`config.mk`:
```
export PLATFORM = sky130hd
export DESIGN_NAME = highscore_table_flat
export DESIGN_NICKNAME = d
export VERILOG_FILES = /design/src/rtl/highscore_table_if.sv /design/src/rtl/highscore_table.sv /design/src/flat_wrapper.sv
export SDC_FILE = /design/constraint.sdc
export NUM_CORES = 1
export LEC_CHECK = 0
export ABC_AREA = 0
export CAP_MARGIN = 20
export CORE_MARGIN = 10
export CORE_UTILIZATION = 33
export DETAILED_ROUTE_END_ITERATION = 6
export PLACE_DENSITY = 0.51
export SLEW_MARGIN = 5
export SYNTH_ARGS = -nofsm -noshare
export SYNTH_HDL_FRONTEND = slang
export SYNTH_SLANG_ARGS = --single-unit
export TNS_END_PERCENT = 5
```
`constraint.sdc`:
```
create_clock -name iCLK -period 9.5 [get_ports iCLK]
set_clock_uncertainty 0.05 [all_clocks]
set_input_delay 1.9 -clock iCLK [delete_from_list [all_inputs] [get_ports iCLK]]
set_output_delay 1.9 -clock iCLK [all_outputs]
set_load 0.005 [all_outputs]
```
`src/rtl/highscore_table_if.sv`:
```
// Bus between the reaction-game logic and the high-score table: submit/clear
// requests in, read port and insertion status out.
interface highscore_table_if #(
   parameter int DATA_W = 14,
   parameter int IDX_W  = 3
);
   logic              submit;
   logic [DATA_W-1:0] score;
   logic              clear;
   logic [IDX_W-1:0]  rd_idx;
   logic [DATA_W-1:0] rd_data;
   logic [DATA_W-1:0] best;
   logic              busy;
   logic              done;
   logic              placed;
   logic [IDX_W-1:0]  rank;

   modport master (
      output submit, score, clear, rd_idx,
      input  rd_data, best, busy, done, placed, rank
   );

   modport slave (
      input  submit, score, clear, rd_idx,
      output rd_data, best, busy, done, placed, rank
   );
endinterface

```
`src/rtl/highscore_table.sv`:
```
// Top-N best reaction-time table, ascending (lower is better). A submitted score
// is inserted by a one-compare-per-cycle search followed by a one-write-per-cycle shift.
module highscore_table #(
   parameter int          DATA_W    = 14,
   parameter int          DEPTH     = 4,
   parameter int          IDX_W     = 3,
   parameter int unsigned EMPTY_VAL = 9999
) (
   input  logic iCLK,
   input  logic iRST_N,
   highscore_table_if.slave bus
);
   localparam logic [DATA_W-1:0] EMPTY = DATA_W'(EMPTY_VAL);
   localparam logic [IDX_W-1:0]  LAST  = IDX_W'(DEPTH - 1);
   localparam logic [IDX_W-1:0]  NONE  = IDX_W'(DEPTH);

   typedef enum logic [1:0] {IDLE, SEARCH, SHIFT, DONE} state_t;

   state_t            state_q;
   logic [DATA_W-1:0] tbl_q [DEPTH];
   logic [DATA_W-1:0] s_q;
   logic [IDX_W-1:0]  idx_q, pos_q, j_q, rank_q;
   logic              busy_q, done_q, placed_q;
   logic [DATA_W-1:0] cur_d, rd_d;

   // Entry under comparison during SEARCH.
   always_comb begin
      cur_d = tbl_q[0];
      for (int i = 0; i < DEPTH; i++)
         if (idx_q == IDX_W'(i)) cur_d = tbl_q[i];
   end

   // Out-of-range read indices return the empty sentinel.
   always_comb begin
      rd_d = EMPTY;
      for (int i = 0; i < DEPTH; i++)
         if (bus.rd_idx == IDX_W'(i)) rd_d = tbl_q[i];
   end

   assign bus.rd_data = rd_d;
   assign bus.best    = tbl_q[0];
   assign bus.busy    = busy_q;
   assign bus.done    = done_q;
   assign bus.placed  = placed_q;
   assign bus.rank    = rank_q;

   always_ff @(posedge iCLK or negedge iRST_N) begin
      if (!iRST_N) begin
         for (int i = 0; i < DEPTH; i++) tbl_q[i] <= EMPTY;
         state_q  <= IDLE;
         s_q      <= '0;
         idx_q    <= '0;
         pos_q    <= '0;
         j_q      <= '0;
         busy_q   <= 1'b0;
         done_q   <= 1'b0;
         placed_q <= 1'b0;
         rank_q   <= NONE;
      end else if (bus.clear) begin
         // Wipe and abort; placed/rank keep the last reported result.
         for (int i = 0; i < DEPTH; i++) tbl_q[i] <= EMPTY;
         state_q <= IDLE;
         busy_q  <= 1'b0;
         done_q  <= 1'b0;
      end else begin
         case (state_q)
            IDLE: begin
               done_q <= 1'b0;
               if (bus.submit) begin
                  s_q   <= bus.score;
                  idx_q <= '0;
                  if (bus.score >= EMPTY) begin
                     state_q  <= DONE;
                     done_q   <= 1'b1;
                     placed_q <= 1'b0;
                     rank_q   <= NONE;
                  end else begin
                     state_q <= SEARCH;
                     busy_q  <= 1'b1;
                  end
               end
            end
            SEARCH: begin
               // Strict compare: an equal score lands after the existing one.
               if (s_q < cur_d) begin
                  pos_q   <= idx_q;
                  j_q     <= LAST;
                  state_q <= SHIFT;
               end else if (idx_q == LAST) begin
                  state_q  <= DONE;
                  done_q   <= 1'b1;
                  busy_q   <= 1'b0;
                  placed_q <= 1'b0;
                  rank_q   <= NONE;
               end else begin
                  idx_q <= idx_q + 1'b1;
               end
            end
            SHIFT: begin
               for (int i = 1; i < DEPTH; i++)
                  if (j_q == IDX_W'(i) && j_q != pos_q) tbl_q[i] <= tbl_q[i-1];
               for (int i = 0; i < DEPTH; i++)
                  if (j_q == IDX_W'(i) && j_q == pos_q) tbl_q[i] <= s_q;
               if (j_q == pos_q) begin
                  state_q  <= DONE;
                  done_q   <= 1'b1;
                  busy_q   <= 1'b0;
                  placed_q <= 1'b1;
                  rank_q   <= pos_q;
               end else begin
                  j_q <= j_q - 1'b1;
               end
            end
            DONE: begin
               done_q  <= 1'b0;
               state_q <= IDLE;
            end
            default: state_q <= IDLE;
         endcase
      end
   end
endmodule
```
`src/flat_wrapper.sv`:
```
// flat-port wrapper written by rule: the top's interface ports become plain ports
module highscore_table_flat 
#(
   parameter int          DATA_W    = 14,
   parameter int          DEPTH     = 4,
   parameter int          IDX_W     = 3,
   parameter int unsigned EMPTY_VAL = 9999
)
  (iCLK, iRST_N, bus_submit, bus_score, bus_clear, bus_rd_idx, bus_rd_data, bus_best, bus_busy, bus_done, bus_placed, bus_rank);
  highscore_table_if #(.DATA_W(DATA_W), .IDX_W(IDX_W)) bus_i ();
  input  logic iCLK;
  input  logic iRST_N;
  input wire logic [$bits(bus_i.submit)-1:0] bus_submit;
  input wire logic [$bits(bus_i.score)-1:0] bus_score;
  input wire logic [$bits(bus_i.clear)-1:0] bus_clear;
  input wire logic [$bits(bus_i.rd_idx)-1:0] bus_rd_idx;
  output wire logic [$bits(bus_i.rd_data)-1:0] bus_rd_data;
  output wire logic [$bits(bus_i.best)-1:0] bus_best;
  output wire logic [$bits(bus_i.busy)-1:0] bus_busy;
  output wire logic [$bits(bus_i.done)-1:0] bus_done;
  output wire logic [$bits(bus_i.placed)-1:0] bus_placed;
  output wire logic [$bits(bus_i.rank)-1:0] bus_rank;
  assign bus_i.submit = bus_submit;
  assign bus_i.score = bus_score;
  assign bus_i.clear = bus_clear;
  assign bus_i.rd_idx = bus_rd_idx;
  assign bus_rd_data = bus_i.rd_data;
  assign bus_best = bus_i.best;
  assign bus_busy = bus_i.busy;
  assign bus_done = bus_i.done;
  assign bus_placed = bus_i.placed;
  assign bus_rank = bus_i.rank;
  highscore_table #(.DATA_W(DATA_W), .DEPTH(DEPTH), .IDX_W(IDX_W), .EMPTY_VAL(EMPTY_VAL)) u_core (.iCLK(iCLK), .iRST_N(iRST_N), .bus(bus_i));
endmodule
```
# --- After elaboration in Yosys (flattened, before gate mapping) ---
# Cells that the tools add are included.
# Widths: inputs -> output; s select.
totals:
  ff_bits: 87
  latchBits: 0
  mem_bits_rw: 0
  romBits: 0
  inputBits: 21
  out_inout_bits: 34
  word_cells: 130
  mem_count: 0
classes:
  n_addsub: 2
  n_mul: 0
  div_mod_pow: 0
  magnitude_cmp: 2
  eq_ne: 28
  shift: 0
  n_mux: 53
  bitwise_logic: 1
  reduce_logical: 31
ops:
  columns: ["operator", "n"]
  rows:
  - ["$mux 14", 14]
  - ["$mux 56", 2]
  - ["$mux 3", 10]
  - ["$eq 3x2->1 const B", 6]
  - ["$ge 14x14->1 const B", 1]
  - ["$lt 14x14->1", 1]
  - ["$mux 1", 14]
  - ["$mux 2", 6]
  - ["$pmux 3 s2", 2]
  - ["$reduce_and 3->1", 4]
  - ["$reduce_bool 3->1", 4]
  - ["$eq 3x1->1 const B", 3]
  - ["$ne 3x3->1 const B", 3]
  - ["$pmux 3 s3", 1]
  - ["$ne 2x1->1 const B", 4]
  - ["$ne 2x2->1 const B", 4]
  - ["$pmux 2 s4", 1]
  - ["$reduce_and 2->1", 4]
  - ["$reduce_bool 2->1", 4]
  - ["$logic_and 1x1->1", 7]
  - ["$reduce_and 7->1", 1]
  - ["$logic_not 3->1", 2]
  - ["$ne 3x2->1 const B", 2]
  - ["$pmux 1 s3", 2]
  - ["other kinds (14)", 15]

# --- Depth between registers and ports, before layout ---
# Gate-level depths: netlist (run 1).
logic_depth:
  ltp_word: 8
  depth_mapped: 17
  depth_no_buf: 14

# --- Worst setup path before layout (run 1) ---
# No wires, ideal clock.
synth_timing:
  path_type: "input to output"
  startpoint: "input port bus_rd_idx[0]"
  endpoint: "output port bus_rd_data[10]"
  t_arrival_ns: 3.301
  required_ns: 7.550
  setup_slack_ns: 4.249
  stages: 4
  n_path_buf: 2
  path_cell_list: "clkbuf_1 -> buf_2 -> mux4_2 -> or2_2"
synth_via:
  elab_chain_cells: 5
  elab_cells_between_ends: 8
  classes_between: "eq/ne: 3; mux: 4; reduce/logical: 1"
synth_lines:
  columns: ["item", "line_no", "text"]
  rows:
  - ["start: declaration", "flat_wrapper.sv:16", "input wire logic [$bits(bus_i.rd_idx)-1:0] bus_rd_idx;"]
  - ["$logic_not 3->1", "highscore_table.sv:37", "if (bus.rd_idx == IDX_W'(i)) rd_d = tbl_q[i];"]
  - ["$mux 14 (3 in a row)", "highscore_table.sv:37", null]
  - ["$mux 14 *", "highscore_table.sv:37", null]
  - ["end: declaration", "flat_wrapper.sv:17", "output wire logic [$bits(bus_i.rd_data)-1:0] bus_rd_data;"]
# Mark *: on every way between the ends. The rest lies on a longest branch, timed or not.

# --- Worst setup path in the final report (run 1) ---
layout_timing:
  startpoint: "input port bus_rd_idx[0]"
  endpoint: "output port bus_rd_data[3]"
# The elaborated chain is that of the path after synthesis.

==> impl_metrics.json, run 1 <==
{
  "synth_most_common_cell": "a21oi_1",
  "die_y_um": 151.1,
  "drtPass1Iterations": 4,
  "drt_iter0_markers": 318,
  "ys_types": 50,
  "synth.net_count": 615,
  "fin_ws_ns": 3.502,
  "synth_area_leaders": "dfrtp_1 24%, dfstp_2 15%, mux2i_1 9.3%, ha_1 6.0%, mux4_2 5.6%",
  "fin_crit_ns": 5.998,
  "crit_path_max_fanout": 11,
  "antenna_found_initial": 0,
  "critPathKind": "in2out",
  "yosysSeqAreaShare": 0.3910,
  "maxCapViolCount": 0,
  "grt.overflow.total": 0,
  "clkPwrFrac": 0.267,
  "drive_above_1_share": 0.1745,
  "clkLatencyLatePin_ns": 0.35,
  "endpoint_kind": "output pin",
  "cts.sinks": 87,
  "synth_commonest_cells": "60 x a21oi_1, 54 x dfrtp_1, 53 x mux2i_1, 53 x nor2_1, 33 x dfstp_2",
  "ys_warn_count": 0,
  "root_buffer": "clkbuf_16",
  "async_reset_ff_frac": 1.000,
  "start_util": 0.3398,
  "ys.flop_type": "dfrtp_1",
  "grt_start_max_net_pins": 48,
  "ios": 55,
  "sequentialPowerShare": 0.389,
  "synth.ff_latch_count": 87,
  "synth_largest_area_cell": "dfrtp_1",
  "via_per_inst": 5.540,
  "wl_um": 16920,
  "start_kind": "primary input",
  "p_leak_nw": 2.871,
  "rsz0062_at_grt": "false",
  "intPower_mw": 0.8299,
  "finalSetupViolations": 0,
  "worstPathRequired_ns": 7.55,
  "cts.path.max_buffers": 2,
  "worst_pin_slew_ns": 1.040,
  "place.gp.congestion": 0.8473,
  "synth-edff-count": 0,
  "grt_pass1_vias": 4614,
  "drc": 0,
  "cts_hold_buf": 0,
  "cts.htree.levels": 3,
  "cts_tree": "done",
  "cts_resized": 0,
  "p_comb_frac": 0.343,
  "ff2ff_path_depth": 12,
  "setup-tns-final_ns": 0,
  "outcome": "completed",
  "max-slew-margin-rel": 0.3047,
  "period_share": 0.6314,
  "area_growth_pct": 16.08,
  "worstPathArrival_ns": 4.05,
  "post-dp-hpwl_um": 11620,
  "switchingPower_mw": 0.4855,
  "num_rows": 47,
  "insertedDiodeCount": 0,
  "hold_path_depth": 1,
  "ant_nets": 0,
  "dieArea_um2": 22840,
  "irDropWorstVdd_v": 0.0001138,
  "postSynthAreaPerCell_um2": 10.01,
  "max_freq_mhz": 166.7,
  "finalNetCount": 639,
  "synth_area_um2": 5674,
  "synth_top_area_share": 0.2381,
  "wl_per_cell_um": 20.73,
  "netlist_instances": 567,
  "die_w_um": 151.1,
  "pre_cts_slack_ns": 3.050,
  "hold_violations": 0,
  "port_buffers": 54,
  "cts_setup_buffers": 0,
  "holdCritPathClass": "reg2reg",
  "num_vias": 4521,
  "cts_buffers": 9,
  "core_area_um2": 16700,
  "grt_util_all_layers": 0.1530,
  "grt_pass1_wl_um": 26900,
  "power.density_nw_per_um2": 199.7,
  "sw_frac_of_total": 0.3691,
  "slew_violations": 0,
  "clk_pin_slew_ns": 0.06
}
[logic make-up after synthesis]
| logic type | count (synthesis) | synth area share |
|---|---|---|
| AND/OR/NAND/NOR | 164 | 0.1420 |
| adder cells (fa/ha/maj) | 27 | 0.05954 |
| XOR/XNOR | 3 | 0.004631 |
| buffers and inverters | 61 | 0.05314 |
| flip-flops | 87 | 0.3910 |
| multiplexers | 89 | 0.1947 |
| AO/OA/AOI/OAI | 136 | 0.1550 |
[power groups by stage]
stage / combinational [mW] / sequential, mW / clock (mW)
floorplan: 0.336 / 0.481 / 0
global placement: 0.441 / 0.515 / 0
detailed placement: 0.450 / 0.517 / 0
CTS: 0.452 / 0.512 / 0.359
global route: 0.504 / 0.523 / 0.377
finish: 0.452 / 0.512 / 0.352
[area by class of cell]
cell class | instances | area [um2]
well taps | 220 | 275.3
repair buffers | 59 | 594.3
clock buffers | 14 | 275.3
clock inverters | 2 | 12.51
flip-flops and latches | 87 | 2218
inverters | 15 | 56.30
multi-input cells | 419 | 3154
fillers | 1660 | 10110
[cells in the final DEF (no fill, tap or decap), types with 2 or more instances in the layout]
cell type / n
mux2_4: 3
xnor2_1: 3
and3_1: 5
mux2i_1: 53
buf_4: 4
a221oi_1: 13
clkdlybuf4s50_1: 52
and2_1: 3
o21ai_0: 23
nor2b_1: 19
nand2b_1: 14
or2_2: 8
dfstp_2: 33
a211o_1: 9
clkbuf_16: 10
nor4_1: 2
nand3_1: 17
o21ai_2: 2
mux2_2: 19
o31ai_1: 2
inv_1: 15
a21o_1: 8
a21oi_1: 60
nand4_1: 3
nor3_1: 3
nor2_1: 53
mux4_2: 14
clkbuf_1: 3
a221o_1: 4
a211oi_1: 4
ha_1: 27
dfrtp_1: 54
nand2_1: 31
[sequential cells by signal, summed over array words and instances (netlist names)]
signal             count
u_core.bus.rank        3
u_core.pos_q           3
u_core.idx_q           3
u_core.s_q            14
u_core.state_q         2
u_core.bus.best       14
u_core.bus.busy        1
u_core.j_q             3
u_core.bus.placed      1
u_core.bus.done        1
u_core.tbl_q          42
[layer usage]
metal	wire, um	GRT usage
met3	945	0.03610
met5	0	0
met1	7915	0.2079
met2	7886	0.2417
met4	170	0.03369
[through the flow]
step / hold WS, ns / cells / utilization / power, mW / instance area (um2)
final: 0.4668 / 816 / 0.3944 / 1.315 / 6586
after global routing: 0.4782 / 816 / 0.3944 / 1.404 / 6586
after CTS: 0.4664 / 814 / 0.3920 / 1.323 / 6548
after detailed placement: 0.4482 / 798 / 0.3748 / 0.9667 / 6260
after global placement: 0.4470 / 798 / 0.3748 / 0.9565 / 6260
after floorplan: 0.4166 / 567 / - / 0.8167 / 5674
[path summary, 6_finish.rpt]
check,start,to,slack (ns)
worst max-delay path,bus_rd_idx[0],bus_rd_data[3],3.50
worst min-delay path,u_core.bus.placed,u_core.bus.placed,0.47
worst max register to register,u_core.idx_q[2],u_core.pos_q[1],4.76
worst min register to register,u_core.bus.placed,u_core.bus.placed,0.47
max in group asynchronous,iRST_N,u_core.s_q[0],6.87
min in group asynchronous,iRST_N,u_core.bus.best[11],1.48
[worst max-delay path: stages]
cell and delay (ns):
clkdlybuf4s50_1 0.68, buf_16 0.20, mux4_2 0.51, or2_2 0.29, clkdlybuf4s50_1 0.45
No activity file was read; power rests on OpenSTA's default activity.
==> inputs of run 2 (changes only) <==
==> constraint.sdc (replaced) <==
create_clock -name iCLK -period 6.1 [get_ports iCLK]
set_clock_uncertainty 0.05 [all_clocks]
set_input_delay 1.22 -clock iCLK [delete_from_list [all_inputs] [get_ports iCLK]]
set_output_delay 1.22 -clock iCLK [all_outputs]
set_load 0.005 [all_outputs]
==> run 2 against run 1 <==
Sequential share of layout area fell by 0.29 points. Count of clock-buffer cells in the layout fell by 1. Cell count rose by 0.12%. Utilization rose by 0.34 points. Largest power group unchanged. Setup slack got worse by 2.1 ns. Register-to-register slack got worse by 3.1 ns. Largest cell class unchanged. Power rose by 63%. Highest routed layer unchanged.
==> impl_metrics.json, run 2 (same netlist as run 1, synthesis figures left out) <==
{
  "intPower_mw": 1.392,
  "hold_violations": 0,
  "num_vias": 4471,
  "critPathTopFamily": "buffers and inverters",
  "max_freq_mhz": 213.5,
  "p_comb_frac": 0.328,
  "crit_buf_inv": 2,
  "drc": 0,
  "critPathKind": "in2out",
  "core_area_um2": 16700,
  "grt_util_all_layers": 0.1498,
  "holdCritPathClass": "reg2reg",
  "sw_frac_of_total": 0.3508,
  "wl_um": 16540,
  "clkLatencyLatePin_ns": 0.35,
  "via_per_inst": 5.472,
  "wl_per_cell_um": 20.25,
  "max-slew-margin-rel": 0.3564,
  "insertedDiodeCount": 0,
  "fin_ws_ns": 1.415,
  "finalNetCount": 640,
  "rrSetupSlack_ns": 1.64,
  "period_share": 0.7680,
  "ios": 55,
  "post-dp-hpwl_um": 11730,
  "cts_buffers": 9,
  "root_buffer": "clkbuf_16",
  "cts.path.max_buffers": 2,
  "cts.htree.levels": 3,
  "clk_pin_slew_ns": 0.06,
  "grt_pass1_wl_um": 26320,
  "grt_pass1_vias": 4547,
  "crit_path_max_fanout": 14,
  "area_growth_pct": 17.07,
  "worstPathRequired_ns": 4.83,
  "place.gp.congestion": 0.8252,
  "drive_above_1_share": 0.1759,
  "cp_cell_sequence": "clkdlybuf4s50_1 > mux4_2 > or2_2 > clkdlybuf4s50_1",
  "worstPathArrival_ns": 3.41,
  "slew_violations": 0,
  "cts_hold_buf": 0,
  "p_leak_nw": 2.899,
  "antenna_found_initial": 0,
  "switchingPower_mw": 0.7522,
  "clkPwrFrac": 0.299,
  "die_w_um": 151.1,
  "maxCapViolCount": 0,
  "path_common_cell": "clkdlybuf4s50_1",
  "grt.overflow.total": 0,
  "start_util": 0.3398,
  "final_cell_mix": "60 x a21oi_1, 54 x dfrtp_1, 53 x nor2_1, 53 x mux2i_1, 52 x clkdlybuf4s50_1",
  "worst_pin_slew_ns": 0.9631,
  "ant_nets": 0,
  "critical-path-max-stage-delay_ns": 1.01,
  "sequentialPowerShare": 0.373,
  "setup-tns-final_ns": 0,
  "port_buffers": 54,
  "die_y_um": 151.1,
  "cts_resized": 0,
  "rsz0062_at_grt": "false",
  "finalSetupViolations": 0,
  "fin_util": 0.3977,
  "slowest_stage": "clkdlybuf4s50_1",
  "cts.sinks": 87,
  "cts_tree": "done",
  "cts_setup_buffers": 0,
  "largest-register": "u_core.tbl_q",
  "dieArea_um2": 22840,
  "largest_reg_flops": 42,
  "drt_iter0_markers": 248,
  "num_rows": 47,
  "fin_crit_ns": 4.685,
  "outcome": "completed",
  "pre_cts_slack_ns": 1.375,
  "start_kind": "primary input",
  "irDropWorstVdd_v": 0.0002003,
  "endpoint_kind": "output pin",
  "final_common_cell": "a21oi_1",
  "grt_start_max_net_pins": 52,
  "power.density_nw_per_um2": 322.8,
  "drtPass1Iterations": 5
}
==> run 2: cell types whose count changed in the layout (fill, tap and decap cells not counted) <==
cell,before,now
bufinv_16,0,3
buf_4,4,6
buf_6,1,0
clkbuf_16,10,9
clkinv_2,1,0
clkinvlp_4,1,0
==> run 2: tightest hold or removal path: cells and delay by family, from the launching register on <==
| family | cells | cell delay [ns] |
|---|---|---|
| flip-flops | 1 | 0.37 |
| AND/OR/NAND/NOR | 1 | 0.09 |
| AO/OA/AOI/OAI | 1 | 0.05 |
==> run 2: path summary, 6_finish.rpt <==
path | endpoint | depth (start not counted) | start
min | u_core.tbl_q[13] | 2 | u_core.tbl_q[13]
max in group asynchronous | u_core.state_q[1] | 2 | iRST_N
min reg2reg | u_core.tbl_q[13] | 2 | u_core.tbl_q[13]
min in group asynchronous | u_core.tbl_q[40] | 1 | iRST_N
max reg2reg | u_core.pos_q[2] | 14 | u_core.idx_q[0]
max | bus_rd_data[3] | 4 | bus_rd_idx[1]
==> run 2: routing by layer <==
layer  up-vias  GRT usage  part of all wire
met5         -          0                 0
li1       2096          -                 -
met3        16    0.04177             0.047
met4         0    0.03417             0.013
met1      2244     0.1947              0.47
met2       115     0.2421              0.47
==> run 2: final cells by class <==
cell class                 count  area (um2)
tap                          220       275.3
clock inverter                 3       90.09
fill                        1659       10060
multi-input combinational    419        3154
timing repair buffer          60       598.1
sequential                    87        2218
clock buffer                  13       250.2
inverter                      15       56.30
==> run 2: per-stage QoR <==
step | area (um2) | std cells | hold WS, ns | power, mW
3_3_place_gp | 6275 | 800 | 0.4506 | 1.497
4_1_cts | 6615 | 816 | 0.4627 | 2.169
3_5_place_dp | 6275 | 800 | 0.4427 | 1.512
5_1_grt | 6643 | 817 | 0.4725 | 2.290
2_1_floorplan | 5674 | 567 | 0.4166 | 1.272
6_report | 6643 | 817 | 0.4640 | 2.145
==> run 2: power by group through the flow <==
| stage | sequential, mW | clock, mW | combinational, mW |
|---|---|---|---|
| global placement | 0.809 | 0 | 0.688 |
| floorplan | 0.749 | 0 | 0.523 |
| CTS | 0.800 | 0.660 | 0.709 |
| detailed placement | 0.808 | 0 | 0.705 |
| finish | 0.800 | 0.641 | 0.703 |
| global route | 0.815 | 0.688 | 0.787 |
==> inputs of run 3 (changes only) <==
--- a/config.mk
+++ b/config.mk
@@ -10,7 +10,7 @@
 export CORE_MARGIN = 10
 export CORE_UTILIZATION = 33
 export DETAILED_ROUTE_END_ITERATION = 6
-export PLACE_DENSITY = 0.51
+export PLACE_DENSITY = 0.53
 export SLEW_MARGIN = 5
 export SYNTH_ARGS = -nofsm -noshare
 export SYNTH_HDL_FRONTEND = slang
==> constraint.sdc (replaced) <==
create_clock -name iCLK -period 4.2 [get_ports iCLK]
set_clock_uncertainty 0.05 [all_clocks]
set_input_delay 0.84 -clock iCLK [delete_from_list [all_inputs] [get_ports iCLK]]
set_output_delay 0.84 -clock iCLK [all_outputs]
set_load 0.005 [all_outputs]
==> run 3 against run 2 <==
Critical path depth increased by 11. Utilization rose by 0.28 points. Die area is the same. First-iteration DRC count up 38%. Combinational power increased by 48%. Count of clock-buffer cells in the layout grew 3. Global-route usage increased by 0.51 points.
==> impl_metrics.json, run 3 (same netlist as run 1, synthesis figures left out) <==
{
  "die_y_um": 151.1,
  "setup-tns-final_ns": 0,
  "wl_per_cell_um": 20.68,
  "grt_pass1_wl_um": 27350,
  "slew_violations": 0,
  "area_growth_pct": 17.91,
  "outcome": "completed",
  "start_kind": "flop",
  "finalNetCount": 647,
  "cts_resized": 0,
  "antenna_found_initial": 0,
  "cts_tree": "done",
  "ant_nets": 0,
  "num_vias": 4511,
  "slowest_stage": "or3_4",
  "critical-path-max-stage-delay_ns": 0.43,
  "cts_buffers": 9,
  "critPathKind": "reg2reg",
  "wl_um": 17040,
  "grt_pass1_vias": 4840,
  "insertedDiodeCount": 0,
  "fin_util": 0.4006,
  "endpoint_kind": "flop",
  "ios": 55,
  "place.gp.congestion": 0.8078,
  "irDropWorstVdd_v": 0.0002989,
  "cts.path.max_buffers": 2,
  "root_buffer": "clkbuf_16",
  "cp_cell_sequence": "inv_1 > ha_1 > buf_4 > nand2b_1 > a21oi_1 > a221oi_1 > nor2_1 > a21oi_1 > ha_1 > a21o_1 > a221o_1 > a221oi_2 > o21ai_2 > or3_4 > mux2_4",
  "num_rows": 47,
  "hold_ws_ns": 0.4616,
  "largest_reg_flops": 42,
  "cts_hold_buf": 0,
  "drt_iter0_markers": 343,
  "finalSetupViolations": 0,
  "cts_setup_buffers": 0,
  "grt_util_all_layers": 0.1549,
  "place_area_um2": 6365,
  "hold_violations": 0,
  "dieArea_um2": 22840,
  "final_common_cell": "a21oi_1",
  "port_buffers": 54,
  "pre_cts_slack_ns": 0.3968,
  "start_util": 0.3398,
  "clkLatencyLatePin_ns": 0.36,
  "grt.overflow.total": 0,
  "worstPathArrival_ns": 3.99,
  "via_per_inst": 5.475,
  "largest-register": "u_core.tbl_q",
  "core_area_um2": 16700,
  "drive_above_1_share": 0.1838,
  "crit_path_max_fanout": 16,
  "rsz0062_at_grt": "false",
  "fin_crit_ns": 3.802,
  "clk_pin_slew_ns": 0.06,
  "max_freq_mhz": 263.0,
  "post-dp-hpwl_um": 11790,
  "worst_pin_slew_ns": 1.013,
  "worstPathRequired_ns": 4.39,
  "drc": 0,
  "power.density_nw_per_um2": 459.5,
  "die_w_um": 151.1,
  "final_cell_mix": "60 x a21oi_1, 54 x dfrtp_1, 53 x nor2_1, 53 x mux2i_1, 53 x clkdlybuf4s50_1",
  "p_leak_nw": 2.932,
  "fin_ws_ns": 0.3982,
  "cts.sinks": 87,
  "cts.htree.levels": 3,
  "max-slew-margin-rel": 0.3227,
  "holdCritPathClass": "reg2reg",
  "maxCapViolCount": 0,
  "period_share": 0.9052,
  "design_area_um2": 6690,
  "grt_start_max_net_pins": 66,
  "drtPass1Iterations": 7
}
[run 3: path summary, 6_finish.rpt]
kind | start | end | slack [ns] | cells past startpoint
setup / recovery | u_core.idx_q[1] | u_core.pos_q[1] | 0.40 | 15
hold / removal | u_core.tbl_q[8] | u_core.tbl_q[8] | 0.46 | 2
setup reg to reg | u_core.idx_q[1] | u_core.pos_q[1] | 0.40 | 15
hold reg to reg | u_core.tbl_q[8] | u_core.tbl_q[8] | 0.46 | 2
max in group asynchronous | iRST_N | u_core.bus.rank[2] | 2.66 | 2
min in group asynchronous | iRST_N | u_core.bus.best[7] | 0.52 | 1
[run 3: layout make-up]
type                            count  area [um2]
Fill cell                        1647       10010
Multi-Input combinational cell    419        3154
Sequential cell                    87        2218
Timing Repair Buffer               67       660.6
Clock buffer                       16       325.3
Tap cell                          220       275.3
Inverter                           15       56.30
[run 3: power by group]
group	total (mW)	internal, mW	switching [mW]
Sequential	1.16	0.959	0.203
Clock	0.874	0.527	0.347
Combinational	1.04	0.471	0.566
Total	3.07	1.96	1.12
[run 3: layer usage]
metal  up-vias  share of wire  track usage
met1      2236           0.46       0.1996
met5         -              0            0
li1       2107              -            -
met2       141           0.46       0.2412
met3        27          0.061      0.04684
met4         0          0.019      0.05438
[run 3: worst max-delay path, delay by kind of cell (launching register included)]
kind                       cells  cell delay [ns]
buffers and inverters          2             0.32
DFF                            1             0.42
adders and majority gates      2             0.43
muxes                          1             0.32
AOI/OAI and AO/OA              7             1.53
and+or+nand+nor                3             0.63
[run 3: metrics by stage]
step / std cells / power, mW
after floorplan: 567 / 1.847
after global placement: 808 / 2.173
after detailed placement: 808 / 2.205
after CTS: 824 / 3.089
after global routing: 824 / 3.265
final: 824 / 3.074
